`config.mk`:
```
export PLATFORM = sky130hd
export DESIGN_NAME = pearson_byte_feeder
export DESIGN_NICKNAME = d
export VERILOG_FILES = /design/src/rtl/pearson_pkg.sv /design/src/rtl/pearson_byte_fifo.sv /design/src/rtl/pearson_byte_feeder.sv
export SDC_FILE = /design/constraint.sdc
export NUM_CORES = 1
export LEC_CHECK = 0
export ABC_AREA = 1
export CAP_MARGIN = 40
export CORE_AREA = 2 2 112 114
export CTS_CLUSTER_DIAMETER = 40
export DETAILED_ROUTE_END_ITERATION = 16
export DIE_AREA = 0 0 114 116
export GPL_ROUTABILITY_DRIVEN = 0
export SLEW_MARGIN = 20
export SYNTH_ARGS = -nofsm -noshare
export SYNTH_HDL_FRONTEND = slang
export SYNTH_HIERARCHICAL = 1
export SYNTH_SLANG_ARGS = --single-unit
```
`constraint.sdc`:
```
create_clock -name clk_i -period 5.3 [get_ports clk_i]
set_input_delay 1.06 -clock clk_i [delete_from_list [all_inputs] [get_ports clk_i]]
set_output_delay 1.06 -clock clk_i [all_outputs]
set_load 0.02 [all_outputs]
```
`src/rtl/pearson_pkg.sv`:
```
// Shared types and defaults for the Pearson hash byte feeder.
package pearson_pkg;

  // Default FIFO depth in bytes (power of two, 2..64).
  localparam int DEPTH_DEF = 8;

  // Default width of the message-length counter.
  localparam int LEN_W_DEF = 8;

  // One message byte.
  typedef logic [7:0] byte_t;

  // One FIFO entry: the byte plus its end-of-message marker (9 bits).
  typedef struct packed {
    logic  last;
    byte_t data;
  } entry_t;

  // Framing state: START means the next popped byte opens a message.
  typedef enum logic {
    ST_START = 1'b0,
    ST_BODY  = 1'b1
  } state_e;

endpackage

```
`src/rtl/pearson_byte_fifo.sv`:
```
// In-order FIFO of {last, byte} entries. Pointers carry one extra wrap
// bit so that full and empty are distinguishable when the indices match.
// Read data is forced to zero while empty, so downstream never sees
// stale memory contents.
module pearson_byte_fifo
  import pearson_pkg::*;
#(
  parameter int DEPTH = DEPTH_DEF
) (
  input  logic   clk_i,
  input  logic   reset_ni,
  input  logic   wr_en_i,
  input  entry_t wr_data_i,
  input  logic   rd_en_i,
  output entry_t rd_data_o,
  output logic   full_o,
  output logic   empty_o
);

  localparam int AW    = $clog2(DEPTH);
  localparam int PTR_W = AW + 1;

  entry_t           mem [DEPTH];
  logic [PTR_W-1:0] wr_ptr_q;
  logic [PTR_W-1:0] rd_ptr_q;

  // Write pointer: advances on every accepted push, wraps modulo 2*DEPTH.
  always_ff @(posedge clk_i) begin
    if (!reset_ni) begin
      wr_ptr_q <= '0;
    end else if (wr_en_i) begin
      wr_ptr_q <= wr_ptr_q + PTR_W'(1);
    end
  end

  // Read pointer: advances on every pop.
  always_ff @(posedge clk_i) begin
    if (!reset_ni) begin
      rd_ptr_q <= '0;
    end else if (rd_en_i) begin
      rd_ptr_q <= rd_ptr_q + PTR_W'(1);
    end
  end

  // Storage array; contents need no reset because reads are masked when empty.
  always_ff @(posedge clk_i) begin
    if (wr_en_i) begin
      mem[wr_ptr_q[AW-1:0]] <= wr_data_i;
    end
  end

  // Status flags and masked read data, all derived from registered pointers.
  always_comb begin
    empty_o   = (wr_ptr_q == rd_ptr_q);
    full_o    = (wr_ptr_q[AW] != rd_ptr_q[AW]) &&
                (wr_ptr_q[AW-1:0] == rd_ptr_q[AW-1:0]);
    rd_data_o = '0;
    if (!empty_o) begin
      rd_data_o = mem[rd_ptr_q[AW-1:0]];
    end
  end

endmodule

```
`src/rtl/pearson_byte_feeder.sv`:
```
// Byte feeder for a Pearson hash stage. Buffers upstream message bytes,
// tags the first and last byte of each message for the hash stage, and
// reports the length of each completed message (saturating, with an
// overflow flag).
//
// Handshake: both interfaces use strict valid/ready. A transfer happens
// on a rising edge where valid and ready are both 1. A source holds its
// payload stable while valid is high and ready is low, and never waits
// for ready before raising valid. Ready here never depends
// combinationally on the opposite side's ready.
module pearson_byte_feeder
  import pearson_pkg::*;
#(
  parameter int DEPTH = DEPTH_DEF,
  parameter int LEN_W = LEN_W_DEF
) (
  input  logic             clk_i,
  input  logic             reset_ni,
  input  byte_t            s_byte_i,
  input  logic             s_valid_i,
  input  logic             s_last_i,
  output logic             s_ready_o,
  output byte_t            h_byte_o,
  output logic             h_valid_o,
  output logic             h_first_o,
  output logic             h_last_o,
  input  logic             h_ready_i,
  output logic [LEN_W-1:0] msg_len_o,
  output logic             len_valid_o,
  output logic             len_ovf_o,
  output state_e           state_o
);

  localparam logic [LEN_W-1:0] LEN_MAX = '1;

  // Handshake and FIFO wiring
  logic   push;
  logic   pop;
  logic   fifo_full;
  logic   fifo_empty;
  entry_t wr_entry;
  entry_t rd_entry;

  // Goes high on the first edge after reset is released, so s_ready_o is
  // low throughout the reset cycle and comes from registered state only.
  logic rst_done_q;

  // Framing FSM
  state_e state_q;
  state_e state_d;

  // Length tracking
  logic [LEN_W-1:0] len_cnt_q;
  logic [LEN_W-1:0] len_cnt_d;
  logic [LEN_W-1:0] len_inc;
  logic [LEN_W-1:0] msg_len_q;
  logic [LEN_W-1:0] msg_len_d;
  logic             len_valid_q;
  logic             len_valid_d;
  logic             len_ovf_q;
  logic             len_ovf_d;

  // Tracks whether the block is out of reset, gating upstream ready.
  always_ff @(posedge clk_i) begin
    if (!reset_ni) begin
      rst_done_q <= 1'b0;
    end else begin
      rst_done_q <= 1'b1;
    end
  end

  // Handshake qualification and downstream presentation.
  always_comb begin
    s_ready_o     = rst_done_q && !fifo_full;
    h_valid_o     = !fifo_empty;
    push          = s_valid_i && s_ready_o;
    pop           = h_valid_o && h_ready_i;
    wr_entry.last = s_last_i;
    wr_entry.data = s_byte_i;
    h_byte_o      = rd_entry.data;
    h_last_o      = h_valid_o && rd_entry.last;
    h_first_o     = h_valid_o && (state_q == ST_START);
  end

  pearson_byte_fifo #(
    .DEPTH (DEPTH)
  ) u_fifo (
    .clk_i     (clk_i),
    .reset_ni  (reset_ni),
    .wr_en_i   (push),
    .wr_data_i (wr_entry),
    .rd_en_i   (pop),
    .rd_data_o (rd_entry),
    .full_o    (fifo_full),
    .empty_o   (fifo_empty)
  );

  // Framing FSM state register.
  always_ff @(posedge clk_i) begin
    if (!reset_ni) begin
      state_q <= ST_START;
    end else begin
      state_q <= state_d;
    end
  end

  // Framing FSM next state: a popped last byte always returns to START,
  // so a one-byte message is tagged first and last together.
  always_comb begin
    state_d = state_q;
    if (pop) begin
      case (state_q)
        ST_START: state_d = rd_entry.last ? ST_START : ST_BODY;
        ST_BODY:  state_d = rd_entry.last ? ST_START : ST_BODY;
        default:  state_d = ST_START;
      endcase
    end
  end

  // Length next-state: count pops, saturate, and publish on the last byte.
  // The true count exceeded the maximum exactly when the counter had
  // already saturated before the closing byte was popped.
  always_comb begin
    len_cnt_d   = len_cnt_q;
    msg_len_d   = msg_len_q;
    len_ovf_d   = len_ovf_q;
    len_valid_d = 1'b0;
    len_inc     = (len_cnt_q == LEN_MAX) ? LEN_MAX : (len_cnt_q + LEN_W'(1));
    if (pop) begin
      if (rd_entry.last) begin
        len_cnt_d   = '0;
        msg_len_d   = len_inc;
        len_ovf_d   = (len_cnt_q == LEN_MAX);
        len_valid_d = 1'b1;
      end else begin
        len_cnt_d   = len_inc;
      end
    end
  end

  // Length registers; msg_len_o and len_ovf_o hold until the next message.
  always_ff @(posedge clk_i) begin
    if (!reset_ni) begin
      len_cnt_q   <= '0;
      msg_len_q   <= '0;
      len_valid_q <= 1'b0;
      len_ovf_q   <= 1'b0;
    end else begin
      len_cnt_q   <= len_cnt_d;
      msg_len_q   <= msg_len_d;
      len_valid_q <= len_valid_d;
      len_ovf_q   <= len_ovf_d;
    end
  end

  // Registered length outputs and FSM state for observation.
  always_comb begin
    msg_len_o   = msg_len_q;
    len_valid_o = len_valid_q;
    len_ovf_o   = len_ovf_q;
    state_o     = state_q;
  end

endmodule

```
==> flow_metrics.tcl, run 1 <==
set metrics [dict create \
    status "completed" \
    diodes 0 \
    finalSetupViolCount 0 \
    dp_hpwl_um 7170 \
    relSlewSlack 0.455 \
    max_freq_ghz 0.255 \
    synthMuxAreaShare 0 \
    core_area_um2 11900 \
    synth_seq_area_share 0.596 \
    ys_types 27 \
    leakagePower_nw 2.30 \
    firstDrtPassIters 5 \
    die_y_um 116 \
    post_cts_resized 0 \
    final.setup.worst_slack_ps 1380 \
    fin_crit_ps 3920 \
    ys.flop_type "edfxtp_1" \
    cap_violations 0 \
    ctsHoldBuffers 0 \
    avgSynthCellArea_um2 9.05 \
    start_util 0.392 \
    grt_pass1_vias 3237 \
    root_buffer "clkbuf_16" \
    num_vias 3302 \
    worst_slew_pin_slew_ps 815 \
    drc 0 \
    peakVddDrop_mv 0.143 \
    synth-compound-area-share 0.0348 \
    die_w_um 114 \
    syn-num-nets 532 \
    wl_met3_um 553 \
    grt_overflow 0 \
    ys_async_sr_fraction 0 \
    final_nets 569 \
    synth_top_family_by_area "simple AND/OR/NAND/NOR gates" \
    ys_seq_elements 103 \
    wl_per_cell_um 14.5 \
    hold_violations 0 \
    fin_crit_sh 0.739 \
    final_common_cell "nand2_1" \
    rsz0062_at_grt "no" \
    worstPathRequired_ps 4240 \
    grt_max_degree 37 \
    clk_pin_slew_worst_paths_ps 70 \
    die_area_um2 13200 \
    area_growth_pct 15.8 \
    gr-usage-all-layers 0.167 \
    syn_inst 516 \
    clock-sinks 103 \
    skew_ps 5.02 \
    syn_area_um2 4670 \
    arrival_ps 2860 \
    synth-xor-area-share 0.00375 \
    cts_tree "yes" \
    crit_fanout 36 \
    top_layer_used "met4" \
    synth_edf_count 72 \
    finalMaxSlewViolations 0 \
    critPathKind "flop to output port" \
    yosys_warnings 6 \
    first_iter_violations 335 \
    critPathLaunchType "flop" \
    power_density_nw_per_um2 341 \
    synth_top_area_share 0.463 \
    hold_path_class "flop to flop" \
    antenna_found_initial 0 \
    wl_met1_um 4820 \
    ant_nets 0 \
    wl_met2_um 4650 \
    clock_latency_ps 350 \
    vias_per_cell 4.68 \
    final_cell_mix "158 x nand2_1, 94 x inv_1, 72 x edfxtp_1, 58 x nand3_1, 35 x clkdlybuf4s50_1" \
    cts_max_level 3 \
    yosys.area.top_type "edfxtp_1" \
    synth_area_leaders "edfxtp_1 46%, dfxtp_1 13%, nand2_1 13%" \
    grt_pass1_wl_um 16600 \
    ctsLongestPathBuffers 2 \
    rows 40 \
    cts_made_buffers 9 \
    synthAdderAreaFrac 0.00804 \
    top_level_ports 36 \
    pre_cts_slack_ps 1790 \
    tns_ps 0 \
    drive_above_1_share 0.0860 \
    drt_wl_total_um 10300 \
    synth-simple-area-share 0.251 \
    io_buffer_count 35 \
    worst_setup_path_end_kind "output port" \
    cts_setup_buffers 0 \
]
[layer usage]
metal | up-vias | track usage
met4 | 0 | 0.0667
li1 | 1693 | -
met3 | 14 | 0.0397
met1 | 1512 | 0.223
met5 | - | 0
met2 | 83 | 0.264
[final timing paths]
path                                    from  slack, ps  cells after the start                         end
max reg2reg  u_fifo/wr_ptr_q[1]$_SDFFE_PN0P_       2750                      8  u_fifo/mem[2][7]$_DFFE_PP_
min reg2reg        msg_len_o[3]$_SDFFE_PN0P_        470                      2   msg_len_o[3]$_SDFFE_PN0P_
min                msg_len_o[3]$_SDFFE_PN0P_        470                      2   msg_len_o[3]$_SDFFE_PN0P_
max                                     flop       1380                      9                    h_last_o
[area by class of cell]
class / instances / area, µm²
sequential: 103 / 2780
inverter: 99 / 379
tap: 147 / 184
clock buffer: 9 / 225
multi-input combinational: 300 / 1390
timing repair buffer: 40 / 388
clock inverter: 7 / 56.3
fill: 1163 / 6510
[stage by stage]
stage	power (W)	instances	hold WS, ps	cell area, µm²	util
after floorplan	0.00113	516	443	4670	-
after global placement	0.00122	685	460	5090	0.428
after detailed placement	0.00123	685	463	5090	0.428
after CTS	0.00186	701	478	5370	0.451
after global routing	0.00193	705	488	5400	0.454
final	0.00184	705	475	5400	0.454
[state kept, by name, summed over array words and instances, names as in the netlist, named ones only]
signal           flops
len_cnt_q            8
len_ovf_o            1
len_valid_o          1
msg_len_o            8
rst_done_q           1
state_o              1
u_fifo/mem          72
u_fifo/rd_ptr_q      4
u_fifo/wr_ptr_q      4
[worst max-delay path: stages, from the launching register on]
cell and delay (ps):
dfxtp_1 760, inv_6 220, nand2_1 130, nand3_1 70, nand2_1 100, nor2_1 50
nor2_2 380, inv_1 70, nor2_1 100, clkdlybuf4s50_1 610
[cell families after synthesis]
logic type / Yosys count
AND/OR/NAND/NOR: 267
AO/OA/AOI/OAI: 28
flip-flops: 103
XOR/XNOR: 2
buffers and inverters: 113
adder cells (fa/ha/maj): 3
[power breakdown]
part	switching (W)	internal (W)	total, W
clock network	0.000307	0.000324	0.000632
logic	0.000195	0.000112	0.000307
registers	0.0000249	0.000877	0.000902
[cell usage after synthesis (2+ instances only)]
master    number
inv_1         94
a21oi_1       14
buf_4          4
nand2_2        3
inv_2          3
o21ai_0        8
nor2_1        31
nand3_1       58
ha_1           3
buf_6          6
nor2_4         3
buf_2          4
o21ai_2        2
edfxtp_1      72
dfxtp_1       31
nor2_2         8
xor2_1         2
a21oi_2        4
nand2_1      158
No activity file was read; power rests on OpenSTA's default activity.
==> inputs of run 2 (changes only) <==
Clock period 5.3 ns to 4.05 ns, I/O delays scaled along.
==> run 2 against run 1 <==
Effect of this change: clock skew rose by 3.9 ps; clock-buffer cell count rose by 4; combinational power rose by 35%; sequential cell count did not move; highest routed layer unchanged; wire length fell by 0.61%; setup slack got worse by 680 ps; non-clock buffer count fell by 2; critical endpoint unchanged; critical path type unchanged; die area did not move; via count rose by 2.2%; total power rose by 42%.
==> flow_metrics.tcl, run 2 (same netlist as run 1, synthesis figures left out) <==
set metrics [dict create \
    arrival_ps 2540 \
    critPathLaunchType "flop" \
    critPathKind "flop to output port" \
    vias_per_cell 4.80 \
    cts_tree "yes" \
    grt_pass1_vias 3191 \
    fin_crit_sh 0.826 \
    cts_made_buffers 9 \
    num_vias 3375 \
    status "completed" \
    clock-sinks 103 \
    whs_ps 473 \
    drt_wl_total_um 10200 \
    pre_cts_slack_ps 1060 \
    fin_crit_ps 3350 \
    leakagePower_nw 2.34 \
    ctsHoldBuffers 0 \
    worst_slew_pin_slew_ps 783 \
    grt_overflow 0 \
    dp_hpwl_um 7100 \
    final_common_cell "nand2_1" \
    ant_nets 0 \
    die_y_um 116 \
    design_area_um2 5480 \
    finalMaxSlewViolations 0 \
    grt_max_degree 37 \
    diodes 0 \
    area_growth_pct 17.3 \
    crit_fanout 19 \
    hold_path_class "flop to flop" \
    rsz0062_at_grt "no" \
    root_buffer "clkbuf_16" \
    peakVddDrop_mv 0.212 \
    final_cell_mix "158 x nand2_1, 94 x inv_1, 72 x edfxtp_1, 58 x nand3_1, 35 x clkdlybuf4s50_1" \
    top_level_ports 36 \
    io_buffer_count 35 \
    cts_max_level 3 \
    hold_violations 0 \
    skew_ps 8.97 \
    final_nets 567 \
    drc 0 \
    ctsLongestPathBuffers 2 \
    die_w_um 114 \
    gr-usage-all-layers 0.163 \
    die_area_um2 13200 \
    cap_violations 0 \
    worstPathRequired_ps 3240 \
    core_area_um2 11900 \
    clock_latency_ps 340 \
    clk_pin_slew_worst_paths_ps 70 \
    firstDrtPassIters 5 \
    max_freq_ghz 0.299 \
    largest_register_ffs 72 \
    wl_per_cell_um 14.5 \
    finalSetupViolCount 0 \
    start_util 0.392 \
    antenna_found_initial 0 \
    post_cts_resized 0 \
    final.setup.worst_slack_ps 703 \
    rows 40 \
    tns_ps 0 \
    cts_setup_buffers 0 \
    first_iter_violations 291 \
    power_density_nw_per_um2 476 \
    grt_pass1_wl_um 16000 \
    relSlewSlack 0.476 \
    drive_above_1_share 0.0827 \
    dpl_cell_area_um2 5110 \
    worst_setup_path_end_kind "output port" \
]
run 2: worst max-delay path, cell delays in order (launching register included):
cell             delay [ps]
dfxtp_1                 730
nand3_1                 140
nand2_1                  90
nor2_1                   50
nor2_2                  390
inv_1                    90
nor2_1                  100
clkdlybuf4s50_1         610
run 2: report_power, final:
part           total [W]  switching (W)  internal, W  leakage (nW)
registers        0.00118      0.0000280      0.00115         0.902
logic           0.000415       0.000267     0.000148          1.26
clock network    0.00101       0.000359     0.000655         0.182
total            0.00261       0.000654      0.00195          2.34
run 2: worst paths after layout:
path	depth (start not counted)	from	endpoint	slack, ps
min reg2reg	2	msg_len_o[4]$_SDFFE_PN0P_	msg_len_o[4]$_SDFFE_PN0P_	470
max reg2reg	7	u_fifo/rd_ptr_q[0]$_SDFFE_PN0P_	u_fifo/mem[7][5]$_DFFE_PP_	1430
max	7	flop	h_last_o	700
min	2	msg_len_o[4]$_SDFFE_PN0P_	msg_len_o[4]$_SDFFE_PN0P_	470
run 2: metal layers:
layer,GRT usage,up-vias,routed length [µm],part of all wire
met3,0.0282,21,489,0.048
li1,-,1688,-,-
met4,0.0610,0,223,0.022
met5,0,-,0,0
met2,0.281,103,4940,0.48
met1,0.206,1563,4530,0.45
run 2: metrics by stage:
| stage | total power, W | std cells | utilization |
|---|---|---|---|
| 4_1_cts | 0.00262 | 703 | 0.460 |
| 5_1_grt | 0.00271 | 703 | 0.460 |
| 6_report | 0.00261 | 703 | 0.460 |
| 3_5_place_dp | 0.00161 | 687 | 0.429 |
| 3_3_place_gp | 0.00161 | 687 | 0.429 |
| 2_1_floorplan | 0.00148 | 516 | - |
run 2: area by class of cell:
cell class | instances | area (µm²)
clock buffers | 13 | 304
clock inverters | 3 | 66.3
fillers | 1131 | 6430
inverters | 99 | 379
multi-input cells | 300 | 1390
flip-flops and latches | 103 | 2780
well taps | 147 | 184
repair buffers | 38 | 373
==> inputs of run 3 (changes only) <==
Clock period 4.05 ns to 3.35 ns, I/O delays scaled along.
==> run 3 against run 2 <==
Effect of this change: critical path depth grew 3; die area is the same; wire length shrank 7.1%.
==> flow_metrics.tcl, run 3 (same netlist as run 1, synthesis figures left out) <==
set metrics [dict create \
    num_vias 3318 \
    dpl_cell_area_um2 5170 \
    peakVddDrop_mv 0.215 \
    ant_nets 0 \
    ctsHoldBuffers 0 \
    area_growth_pct 17.6 \
    die_y_um 116 \
    critPathLaunchType "flop" \
    pre_cts_slack_ps 608 \
    clock_latency_ps 350 \
    worst_setup_path_end_kind "output port" \
    status "completed" \
    post_cts_resized 0 \
    final_nets 576 \
    firstDrtPassIters 5 \
    relSlewSlack 0.638 \
    cts_max_level 3 \
    antenna_found_initial 0 \
    gr-usage-all-layers 0.156 \
    start_util 0.392 \
    final.setup.worst_slack_ps 209 \
    die_area_um2 13200 \
    clk_pin_slew_worst_paths_ps 70 \
    diodes 0 \
    top_level_ports 36 \
    dp_hpwl_um 6240 \
    cap_violations 0 \
    max_freq_ghz 0.318 \
    arrival_ps 2470 \
    skew_ps 9.19 \
    first_iter_violations 135 \
    grt_pass1_vias 3209 \
    final_cell_mix "158 x nand2_1, 94 x inv_1, 72 x edfxtp_1, 58 x nand3_1, 35 x clkdlybuf4s50_1" \
    rsz0062_at_grt "no" \
    grt_pass1_wl_um 15600 \
    leakagePower_nw 2.37 \
    cts_tree "yes" \
    finalSetupViolCount 0 \
    fin_crit_sh 0.938 \
    final_common_cell "nand2_1" \
    finalMaxSlewViolations 0 \
    cts_made_buffers 9 \
    hold_path_class "flop to flop" \
    power_density_nw_per_um2 547 \
    grt_max_degree 37 \
    ctsLongestPathBuffers 2 \
    drive_above_1_share 0.0973 \
    crit_fanout 10 \
    die_w_um 114 \
    design_area_um2 5490 \
    vias_per_cell 4.66 \
    core_area_um2 11900 \
    worst_slew_pin_slew_ps 541 \
    wl_per_cell_um 13.3 \
    hold_violations 0 \
    rows 40 \
    drt_wl_total_um 9470 \
    clock-sinks 103 \
    grt_overflow 0 \
    worstPathRequired_ps 2680 \
    drc 0 \
    cts_setup_buffers 0 \
    whs_ps 478 \
    fin_crit_ps 3140 \
    io_buffer_count 35 \
    tns_ps 0 \
    critPathKind "flop to output port" \
    root_buffer "clkbuf_16" \
    largest_register_ffs 72 \
]
## run 3: cell count changes in the layout (fill, tap and decap cells not counted), sizes merged
cell	previous run	this run
buf	3	12
bufinv	2	1
clkbuf	13	12
clkinv	0	2
## run 3: worst paths after layout
| check | endpoint | cells past startpoint | start | slack, ps |
|---|---|---|---|---|
| max | h_last_o | 10 | u_fifo/wr_ptr_q[2]$_SDFFE_PN0P_ | 210 |
| min | msg_len_o[3]$_SDFFE_PN0P_ | 2 | msg_len_o[3]$_SDFFE_PN0P_ | 480 |
| max reg2reg | u_fifo/mem[7][0]$_DFFE_PP_ | 8 | u_fifo/wr_ptr_q[2]$_SDFFE_PN0P_ | 950 |
| min reg2reg | msg_len_o[3]$_SDFFE_PN0P_ | 2 | msg_len_o[3]$_SDFFE_PN0P_ | 480 |
## run 3: per-layer routing
metal,global-route usage,part of all wire,vias up
met5,0,0,-
met4,0.0642,0.016,0
met3,0.0324,0.038,11
met2,0.262,0.47,68
met1,0.197,0.48,1530
li1,-,-,1709
## run 3: power by group
part	internal, W	switching (W)	leakage (nW)
Combinational	0.000182	0.000324	1.31
Clock	0.000645	0.000442	0.158
Sequential	0.00139	0.0000219	0.902
## run 3: metrics by stage
step	util	power [W]	std cells
final	0.461	0.00300	712
after CTS	0.461	0.00304	712
after global routing	0.461	0.00315	712
after floorplan	-	0.00179	516
after detailed placement	0.434	0.00195	696
after global placement	0.434	0.00194	696
## run 3: final cells by class
| type | count | area (µm²) |
|---|---|---|
| fillers | 1147 | 6420 |
| flip-flops and latches | 103 | 2780 |
| multi-input cells | 300 | 1390 |
| repair buffers | 47 | 440 |
| inverters | 99 | 379 |
| clock buffers | 12 | 268 |
| well taps | 147 | 184 |
| clock inverters | 4 | 48.8 |
## run 3: worst max-delay path: stages, from the launching register on
cell and delay, ps:
dfxtp_1 340, inv_1 140, nand2_1 80, nand2_1 80
nor2_1 50, nand2_2 230, nand2_1 110, nor2_2 330
inv_1 70, nor2_1 90, clkdlybuf4s50_1 610
